File: config.mk
export PLATFORM = sky130hd
export DESIGN_NAME = sii_niu_inbound_rcv
export DESIGN_NICKNAME = d
export VERILOG_FILES = /design/src/rtl/sii_niu_inbound_rcv.sv
export SDC_FILE = /design/constraint.sdc
export NUM_CORES = 1
export LEC_CHECK = 0
export ABC_AREA = 1
export BUFFER_PORTS_ARGS = -buffer_cell sky130_fd_sc_hd__buf_2
export CAP_MARGIN = 10
export CORE_AREA = 2 2 121 123
export DETAILED_ROUTE_END_ITERATION = 8
export DIE_AREA = 0 0 123 125
export GPL_ROUTABILITY_DRIVEN = 1
export GPL_TIMING_DRIVEN = 0
export PLACE_DENSITY = 0.75
export SLEW_MARGIN = 30
export SYNTH_ARGS = -nofsm -noshare
export SYNTH_HDL_FRONTEND = slang
export SYNTH_SLANG_ARGS = --single-unit
File: constraint.sdc
create_clock -name iol2clk -period 2.9 [get_ports iol2clk]
set_clock_uncertainty 0.05 [all_clocks]
set_input_delay 0 -clock iol2clk [delete_from_list [all_inputs] [get_ports iol2clk]]
set_output_delay 0 -clock iol2clk [all_outputs]
set_load 0.05 [all_outputs]
File: src/rtl/sii_niu_inbound_rcv.sv
// SII-side receiver for NIU inbound DMA headers/payload with queue occupancy and credit return.
// Define SII_NIU_PARITY_CHK_EN to build the per-lane even-parity checker; otherwise rcv_perr is tied 0.
module sii_niu_inbound_rcv #(
  parameter int OQ_DEPTH = 16,
  parameter int BQ_DEPTH = 4
) (
  input  logic         iol2clk,
  input  logic         rst_l,
  input  logic         niu_sii_hdr_vld,
  input  logic         niu_sii_reqbypass,
  input  logic         niu_sii_datareq,
  input  logic         niu_sii_datareq16,
  input  logic [127:0] niu_sii_data,
  input  logic [7:0]   niu_sii_parity,
  input  logic [15:0]  niu_sii_be,
  input  logic         oq_deq,
  input  logic         bq_deq,
  output logic         sii_niu_oqdq,
  output logic         sii_niu_bqdq,
  output logic         rcv_vld,
  output logic         rcv_byp,
  output logic         rcv_sop,
  output logic         rcv_eop,
  output logic [127:0] rcv_data,
  output logic [15:0]  rcv_be,
  output logic         rcv_perr,
  output logic         err_proto,
  output logic         err_ovf
);

  localparam int OQW = $clog2(OQ_DEPTH + 1);
  localparam int BQW = $clog2(BQ_DEPTH + 1);

  typedef enum logic {IDLE, PAYLOAD} state_t;

  state_t         state, state_nxt;
  logic [1:0]     beats_left, beats_left_nxt;
  logic           cur_byp, cur_byp_nxt;
  logic           cur_drop, cur_drop_nxt;
  logic [OQW-1:0] oq_cnt;
  logic [BQW-1:0] bq_cnt;

  logic        oq_full, bq_full, tgt_full;
  logic        oq_inc, bq_inc, oq_dec, bq_dec;
  logic        fwd_vld, fwd_byp, fwd_sop, fwd_eop;
  logic [15:0] fwd_be;
  logic        proto_nxt, ovf_nxt, perr_nxt;

  assign oq_full  = (oq_cnt == OQW'(OQ_DEPTH));
  assign bq_full  = (bq_cnt == BQW'(BQ_DEPTH));
  assign tgt_full = niu_sii_reqbypass ? bq_full : oq_full;
  assign oq_dec   = oq_deq && (oq_cnt != '0);
  assign bq_dec   = bq_deq && (bq_cnt != '0);

  // Header classification and beat sequencing; a dropped transaction still walks its beats.
  always_comb begin
    state_nxt      = state;
    beats_left_nxt = beats_left;
    cur_byp_nxt    = cur_byp;
    cur_drop_nxt   = cur_drop;
    fwd_vld        = 1'b0;
    fwd_byp        = 1'b0;
    fwd_sop        = 1'b0;
    fwd_eop        = 1'b0;
    fwd_be         = '0;
    proto_nxt      = 1'b0;
    ovf_nxt        = 1'b0;
    oq_inc         = 1'b0;
    bq_inc         = 1'b0;
    case (state)
      IDLE: begin
        if (niu_sii_hdr_vld) begin
          ovf_nxt      = tgt_full;
          oq_inc       = !niu_sii_reqbypass && !tgt_full;
          bq_inc       = niu_sii_reqbypass && !tgt_full;
          fwd_vld      = !tgt_full;
          fwd_byp      = niu_sii_reqbypass;
          fwd_sop      = 1'b1;
          fwd_be       = niu_sii_be;
          cur_byp_nxt  = niu_sii_reqbypass;
          cur_drop_nxt = tgt_full;
          if (niu_sii_datareq16) begin
            state_nxt      = PAYLOAD;
            beats_left_nxt = 2'd0;
          end else if (niu_sii_datareq) begin
            state_nxt      = PAYLOAD;
            beats_left_nxt = 2'd3;
          end else begin
            fwd_eop = 1'b1;
          end
        end
      end
      PAYLOAD: begin
        fwd_vld   = !cur_drop;
        fwd_byp   = cur_byp;
        fwd_eop   = (beats_left == 2'd0);
        proto_nxt = niu_sii_hdr_vld;
        if (beats_left == 2'd0) begin
          state_nxt = IDLE;
        end else begin
          beats_left_nxt = beats_left - 2'd1;
        end
      end
      default: state_nxt = IDLE;
    endcase
  end

`ifdef SII_NIU_PARITY_CHK_EN
  logic [7:0] lane_err;

  always_comb begin
    lane_err = '0;
    for (int i = 0; i < 8; i++) begin
      lane_err[i] = (^niu_sii_data[16*i +: 16]) ^ niu_sii_parity[i];
    end
    perr_nxt = fwd_vld && (|lane_err);
  end
`else
  logic parity_unused;

  assign parity_unused = ^niu_sii_parity;
  assign perr_nxt      = 1'b0;
`endif

  always_ff @(posedge iol2clk or negedge rst_l) begin
    if (!rst_l) begin
      state      <= IDLE;
      beats_left <= 2'd0;
      cur_byp    <= 1'b0;
      cur_drop   <= 1'b0;
    end else begin
      state      <= state_nxt;
      beats_left <= beats_left_nxt;
      cur_byp    <= cur_byp_nxt;
      cur_drop   <= cur_drop_nxt;
    end
  end

  // Simultaneous enqueue and dequeue on the same queue leave the count unchanged.
  always_ff @(posedge iol2clk or negedge rst_l) begin
    if (!rst_l) begin
      oq_cnt <= '0;
      bq_cnt <= '0;
    end else begin
      if (oq_inc && !oq_dec) begin
        oq_cnt <= oq_cnt + 1'b1;
      end else if (!oq_inc && oq_dec) begin
        oq_cnt <= oq_cnt - 1'b1;
      end
      if (bq_inc && !bq_dec) begin
        bq_cnt <= bq_cnt + 1'b1;
      end else if (!bq_inc && bq_dec) begin
        bq_cnt <= bq_cnt - 1'b1;
      end
    end
  end

  always_ff @(posedge iol2clk or negedge rst_l) begin
    if (!rst_l) begin
      sii_niu_oqdq <= 1'b0;
      sii_niu_bqdq <= 1'b0;
      rcv_vld      <= 1'b0;
      rcv_byp      <= 1'b0;
      rcv_sop      <= 1'b0;
      rcv_eop      <= 1'b0;
      rcv_data     <= '0;
      rcv_be       <= '0;
      rcv_perr     <= 1'b0;
      err_proto    <= 1'b0;
      err_ovf      <= 1'b0;
    end else begin
      sii_niu_oqdq <= oq_dec;
      sii_niu_bqdq <= bq_dec;
      rcv_vld      <= fwd_vld;
      rcv_byp      <= fwd_vld && fwd_byp;
      rcv_sop      <= fwd_vld && fwd_sop;
      rcv_eop      <= fwd_vld && fwd_eop;
      rcv_data     <= fwd_vld ? niu_sii_data : '0;
      rcv_be       <= fwd_vld ? fwd_be : '0;
      rcv_perr     <= perr_nxt;
      err_proto    <= proto_nxt;
      err_ovf      <= ovf_nxt;
    end
  end

endmodule

==> results of run 1 <==
## state kept, by name, summed over array words and instances (netlist names), 2 cells and up
name and flops:
rcv_data 128, rcv_be 16, oq_cnt 5, bq_cnt 3
beats_left 2
## metrics by stage
stage,instance area [um2],setup TNS (ns)
2_1_floorplan,5890,0
5_1_grt,9820,0
4_1_cts,9820,0
3_3_place_gp,7630,-111.93
6_report,9820,0
3_5_place_dp,7670,0
## worst paths after layout
check	from	end	slack [ns]	cells after the start
max	oq_cnt[0]	oq_cnt[4]	0.64	12
min	rst_l	rcv_data[65]	0.1	2
max reg2reg	oq_cnt[0]	oq_cnt[4]	0.64	12
min reg2reg	oq_cnt[3]	oq_cnt[3]	0.48	2
max in group asynchronous	rst_l	oq_cnt[3]	1.90	3
min in group iol2clk	niu_sii_data[23]	rcv_data[23]	0.25	4
## cell type report
type | count | area share
inverters | 168 | 0.0642
flip-flops and latches | 165 | 0.420
diodes | 1 | 0.000255
clock inverters | 11 | 0.0176
plain buffers | 17 | 0.0115
multi-input cells | 225 | 0.103
repair buffers | 456 | 0.313
clock buffers | 21 | 0.0459
well taps | 184 | 0.0234
## kinds of logic after synthesis
logic type,Yosys count
compound gates,15
fa+ha+maj,8
simple gates,196
other cells,1
mux,1
buf+inv,185
flops,165
xor+xnor,4
## layout by cell type (no fill, tap or decap), types with 2 or more instances in the layout
| cell type | instances |
|---|---|
| buf_2 | 308 |
| clkbuf_16 | 17 |
| nand2_1 | 159 |
| nand3_1 | 8 |
| dfrtp_1 | 165 |
| dlygate4sd3_1 | 152 |
| inv_6 | 2 |
| buf_4 | 9 |
| inv_1 | 167 |
| clkinv_2 | 2 |
| or2_2 | 4 |
| a21oi_1 | 2 |
| nor2_1 | 23 |
| fa_1 | 2 |
| clkinv_4 | 2 |
| ha_1 | 6 |
| o21ai_0 | 10 |
| clkbuf_1 | 4 |
| bufinv_16 | 4 |
| xnor2_1 | 3 |
## worst max-delay path, cell delays in order (launching register included)
cell     delay (ns)
dfrtp_1        0.42
nor2_1         0.16
nand2_1        0.07
o21ai_0        0.23
ha_1           0.28
inv_1          0.10
ha_1           0.31
or2_2          0.31
nand2_1        0.08
nand2_1        0.05
nand2_1        0.06
nand2_1        0.04
nand2_1        0.05
## timing repair
| item | in CTS | in global routing |
|---|---|---|
| setup buffers | 0 | 0 |
| hold buffers | 152 | 0 |
| endpoints found under the hold margin | 240 | 0 |
## power by group through the flow
stage / sequential (W) / clock, W / combinational (W)
2_1_floorplan: 0.00584 / 0 / 0.00123
3_3_place_gp: 0.00334 / 0 / 0.00492
3_5_place_dp: 0.00337 / 0 / 0.00501
4_1_cts: 0.00334 / 0.00241 / 0.00518
5_1_grt: 0.00344 / 0.00252 / 0.00557
6_report: 0.00336 / 0.00238 / 0.00522
## routing by layer
metal,vias to the layer above,global-route usage,wire length [um]
met3,84,0.0826,1310
met1,2529,0.247,6620
met5,-,0,0
li1,2545,-,-
met2,270,0.429,9430
met4,0,0.152,1050
==> flow_summary_export.csv, run 1 <==
group,metric,value,unit
outcome,status,"finished clean",
timing,setup_viol_count_final,0,
synth,syn_inst,575,
pwr,p_comb_frac,0.477,
synth,yosys.cell_count.top_type,"inv_1",
cells_and_area,nFillCells,950,
synth,synth_edf_count,0,
pwr,finalPower,0.0110,W
synth,synth_compound_area_frac,0.0138,
floorplanning,rows,44,
placement,place_hpwl,10.7,mm
cells_and_area,drive_gt1_frac,0.336,
timing,period_share,0.778,
grt,grt.overflow.total,0,
timing,worst_pin_slew,0.648,ns
drt,vias,5428,
floorplanning,die-area,15400,um2
drt,first_iter_violations,268,
drt,avgRoutedWirePerCell,14.7,um
synth,yosys.area.top_type,"dfrtp_1",
synth,netlist_top_cells_area,"dfrtp_1, inv_1, nand2_1",
cells_and_area,fin_cells,1248,
placement,post-place-cells,1063,
synth,ys.flop_type,"dfrtp_1",
placement,io_buffers,303,
grt,grt_pass1_vias,5831,
clock_network,numClockSinks,165,
grt,antenna_found_initial,1,
floorplanning,die_w,123,um
pwr,seq_power_share,0.307,
timing,fmax,0.443,GHz
job,drv_cap,0,
synth,synth-simple-area-share,0.131,
pwr,sw_frac_of_total,0.474,
clock_network,clk_path_buf_depth,2,
grt,grt_pass1_wl,28.4,mm
hold_path,hold_class,"in -> async",
clock_network,clock_latency,0.42,ns
timing,worst_slack,0.644,ns
synth,syn_avg_cell_area,10.2,um2
synth,synth_cell_types,24,
grt,track_usage,0.245,
clock_network,cts-buffers-inserted,17,
floorplanning,io_pins,313,
synth,synth_xor_area_frac,0.00595,
pwr,p_switching,0.00519,W
cells_and_area,fin_util,0.691,
placement,dp_slack,0.649,ns
synth,syn_nets,743,
timing,grt_setup_unrepaired,"false",
timing,relSlewSlack,0.568,
clock_network,clkSlewWorstSetupHoldPaths,0.07,ns
worst_setup_path,worstSetupPathType,"reg -> reg",
clock_network,h-tree-depth,4,
pwr,power_density,1120,nW/um2
synth,synth_mux_area_frac,0.00191,
cells_and_area,multi_input_area,1020,um2
pwr,vdd_drop_max,0.795,mV
worst_setup_path,cp_data_required_time,3.21,ns
worst_setup_path,worstSetupStartpointType,"register",
pwr,power.share.clock,0.217,
drt,ant_nets,0,
timing,final.min_clock_period,2.26,ns
synth,synthTopCellsByCount,"inv_1, dfrtp_1, nand2_1",
timing,hold_violations,0,
pwr,p_leak,6.24,nW
drt,via_per_inst,4.35,
drt,wl,18.4,mm
floorplanning,coreArea,14200,um2
floorplanning,die_height,125,um
clock_network,root_buffer,"clkbuf_16",
synth,syn-cell-area,5890,um2
cells_and_area,regArea,4130,um2
timing,hold_slack,0.0978,ns
worst_setup_path,endpoint_kind,"register",
drt,first_pass_iters,4,
synth,synth_top_area_share,0.701,
synth,synth_top_family_by_area,"simple AND/OR/NAND/NOR gates",
timing,drv_slew,0,
synth,ys_ff_latch,165,
synth,synth_fa_ha_area_frac,0.0195,
clock_network,cts_resized,0,
drt,drc,0,
grt,grt_start_max_net_pins,87,
worst_setup_path,path_max_fanout,4,
synth,yosysWarnings,0,
worst_setup_path,cp.arrival,2.57,ns
clock_network,cts_tree,"yes",
cells_and_area,final_nets,1218,
synth,synth.yosys.seq_area_share,0.701,
synth,async_flop_share,1.00,
pwr,p_int,0.00577,W
placement,place_congestion,0.777,
cells_and_area,syn_to_final_growth,66.8,%
floorplanning,start_util,0.415,
Power figures use the tool's default switching activity.
==> run 2, diff against run 1 <==
--- a/config.mk
+++ b/config.mk
@@ -5,7 +5,7 @@
 export SDC_FILE = /design/constraint.sdc
 export NUM_CORES = 1
 export LEC_CHECK = 0
-export ABC_AREA = 1
+export ABC_AREA = 0
 export BUFFER_PORTS_ARGS = -buffer_cell sky130_fd_sc_hd__buf_2
 export CAP_MARGIN = 10
 export CORE_AREA = 2 2 121 123
==> constraint.sdc (replaced) <==
create_clock -name iol2clk -period 2.3 [get_ports iol2clk]
set_clock_uncertainty 0.05 [all_clocks]
set_input_delay 0 -clock iol2clk [delete_from_list [all_inputs] [get_ports iol2clk]]
set_output_delay 0 -clock iol2clk [all_outputs]
set_load 0.05 [all_outputs]
==> flow_summary_export.csv, run 2 <==
group,metric,value,unit
timing,tns,-0.273,ns
floorplanning,die-area,15400,um2
worst_setup_path,slowest_delay,0.43,ns
placement,io_buffers,303,
worst_setup_path,path_max_fanout,4,
floorplanning,start_util,0.406,
timing,drv_slew,0,
placement,place_hpwl,11.1,mm
floorplanning,die_w,123,um
synth,synth.yosys.seq_area_share,0.716,
grt,grt_pass1_vias,5416,
timing,relSlewSlack,0.574,
cells_and_area,layout_common_cells,"buf_2, dfrtp_1, dlygate4sd3_1, and2_1, clkbuf_16",
worst_setup_path,worstSetupPathType,"reg -> reg",
drt,first_iter_violations,188,
timing,setup_viol_count_final,2,
grt,grt_use_met1,0.236,
pwr,power.share.clock,0.209,
pwr,power_density,1430,nW/um2
cells_and_area,largestRegisters,"rcv_data (128), rcv_be (16), oq_cnt (5)",
synth,yosys.cell_count.top_type,"dfrtp_1",
hold_path,hold_class,"in -> async",
cells_and_area,fin_util,0.696,
outcome,violations,"negative setup slack",
cells_and_area,final_nets,1061,
cells_and_area,fin_cells,1091,
cells_and_area,mostFrequentLayoutCell,"buf_2",
job,drv_cap,0,
synth,async_flop_share,1.00,
clock_network,clk_path_buf_depth,2,
drt,vias,4882,
worst_setup_path,worstSetupStartpointType,"register",
grt,busiest_layer,"met2",
pwr,vdd_drop_max,0.713,mV
synth,synthTopCellsByCount,"dfrtp_1, and2_1, inv_1",
clock_network,clkSlewWorstSetupHoldPaths,0.06,ns
drt,first_pass_iters,5,
synth,ys.flop_type,"dfrtp_1",
grt,antenna_found_initial,1,
placement,dp_slack,-0.338,ns
worst_setup_path,cp_data_required_time,2.52,ns
grt,grt_util_met2,0.421,
grt,grt_start_max_net_pins,89,
floorplanning,die_height,125,um
synth,yosysWarnings,0,
pwr,p_int,0.00774,W
worst_setup_path,cp.arrival,2.69,ns
worst_setup_path,endpoint_kind,"register",
pwr,p_switching,0.00640,W
floorplanning,rows,44,
synth,synth_top_area_share,0.716,
worst_setup_path,cp_cell_sequence,"nor4_4, and2_4, nor3_4, ha_4, fa_2, nor2b_4, o2111ai_2, o311ai_2, o311ai_1",
pwr,p_comb_frac,0.490,
clock_network,cts-buffers-inserted,17,
cells_and_area,syn_to_final_growth,71.3,%
timing,worst_slack,-0.164,ns
grt,grt.overflow.total,0,
cells_and_area,largest_reg_flops,128,
grt,use_met3,0.0762,
cells_and_area,drive_gt1_frac,0.424,
clock_network,cts_tree,"yes",
timing,fmax,0.406,GHz
clock_network,h-tree-depth,4,
synth,syn_avg_cell_area,14.1,um2
drt,wl,17.8,mm
clock_network,clock_latency,0.42,ns
drt,drc,0,
timing,final.min_clock_period,2.46,ns
cells_and_area,largest_register,"rcv_data",
synth,synth_cell_types,39,
clock_network,numClockSinks,165,
floorplanning,io_pins,313,
placement,post-place-cells,896,
worst_setup_path,slowest_stage,"dfrtp_1",
synth,syn-cell-area,5770,um2
pwr,seq_power_share,0.301,
synth,netlist_top_cells_area,"dfrtp_1, and2_1, buf_6",
synth,yosys.area.top_type,"dfrtp_1",
timing,grt_setup_unrepaired,"true",
synth,synth_edf_count,0,
pwr,p_leak,5.19,nW
outcome,status,"finished, violations left",
timing,worst_pin_slew,0.639,ns
timing,period_share,1.07,
drt,ant_nets,0,
grt,track_usage,0.231,
drt,avgRoutedWirePerCell,16.3,um
synth,syn_nets,576,
synth,ys_ff_latch,165,
drt,via_per_inst,4.47,
pwr,sw_frac_of_total,0.452,
placement,place_congestion,0.846,
synth,syn_inst,408,
timing,hold_violations,0,
grt,grt_pass1_wl,26.8,mm
floorplanning,coreArea,14200,um2
clock_network,root_buffer,"clkbuf_16",
run 2: timing repair:
| item | 4_1_cts | 5_1_grt |
|---|---|---|
| gates cloned | 0 | 0 |
| buffers inserted | 4 | 7 |
| hold endpoints to repair | 242 | 0 |
| hold buffers | 152 | 0 |
| pin swaps | 11 | 8 |
| endpoints found under the setup margin | 2 | 2 |
| resized for setup | 15 | 3 |
run 2: metal layers:
layer	share of wire	vias up
li1	-	2242
met1	0.35	2380
met2	0.54	216
met3	0.073	44
met4	0.032	0
met5	0	-
run 2: kinds of logic after synthesis:
| family | after synthesis | share of synthesized area |
|---|---|---|
| other cells | 1 | 0.000650 |
| compound gates | 23 | 0.0299 |
| mux | 2 | 0.00369 |
| fa+ha+maj | 8 | 0.0200 |
| flops | 165 | 0.716 |
| buf+inv | 32 | 0.0375 |
| simple gates | 171 | 0.183 |
| xor+xnor | 6 | 0.00911 |
run 2: cell type report:
class / count / area [um2]
flip-flops and latches: 165 / 4130
diodes: 1 / 2.50
clock inverters: 10 / 145
inverters: 14 / 57.6
repair buffers: 467 / 3160
clock buffers: 22 / 484
multi-input cells: 211 / 1510
well taps: 184 / 230
fillers: 950 / 4320
plain buffers: 17 / 160
run 2: path summary, 6_finish.rpt:
check                      depth (start not counted)      endpoint  slack [ns]            from
setup / recovery                                   9     oq_cnt[4]       -0.16       oq_cnt[1]
hold / removal                                     2     bq_cnt[0]        0.10           rst_l
setup reg to reg                                   9     oq_cnt[4]       -0.16       oq_cnt[1]
hold reg to reg                                    1     oq_cnt[0]        0.48       oq_cnt[0]
max in group asynchronous                          3  rcv_data[57]        1.30           rst_l
min in group iol2clk                               3    rcv_be[10]        0.27  niu_sii_be[10]
run 2: power by group through the flow:
| stage | clock network (W) | registers, W | logic [W] |
|---|---|---|---|
| final | 0.00295 | 0.00426 | 0.00693 |
| after global routing | 0.00315 | 0.00434 | 0.00730 |
| after CTS | 0.00301 | 0.00426 | 0.00679 |
| after detailed placement | 0 | 0.00429 | 0.00644 |
| after global placement | 0 | 0.00425 | 0.00631 |
| after floorplan | 0 | 0.00743 | 0.00165 |
run 2: per-stage QoR:
stage	cell area, um2	hold WS (ns)	power (W)
6_report	9880	0.101	0.0141
5_1_grt	9880	0.150	0.0148
4_1_cts	9810	0.119	0.0141
3_5_place_dp	7570	-0.0147	0.0107
3_3_place_gp	7530	0.157	0.0106
2_1_floorplan	5790	-0.346	0.00908
run 2: critical path, delay by kind of cell (launching register included):
family,cells,cell delay [ns]
and+or+nand+nor,4,0.86
AOI/OAI and AO/OA,3,0.40
adders and majority gates,2,0.58
DFF,1,0.43
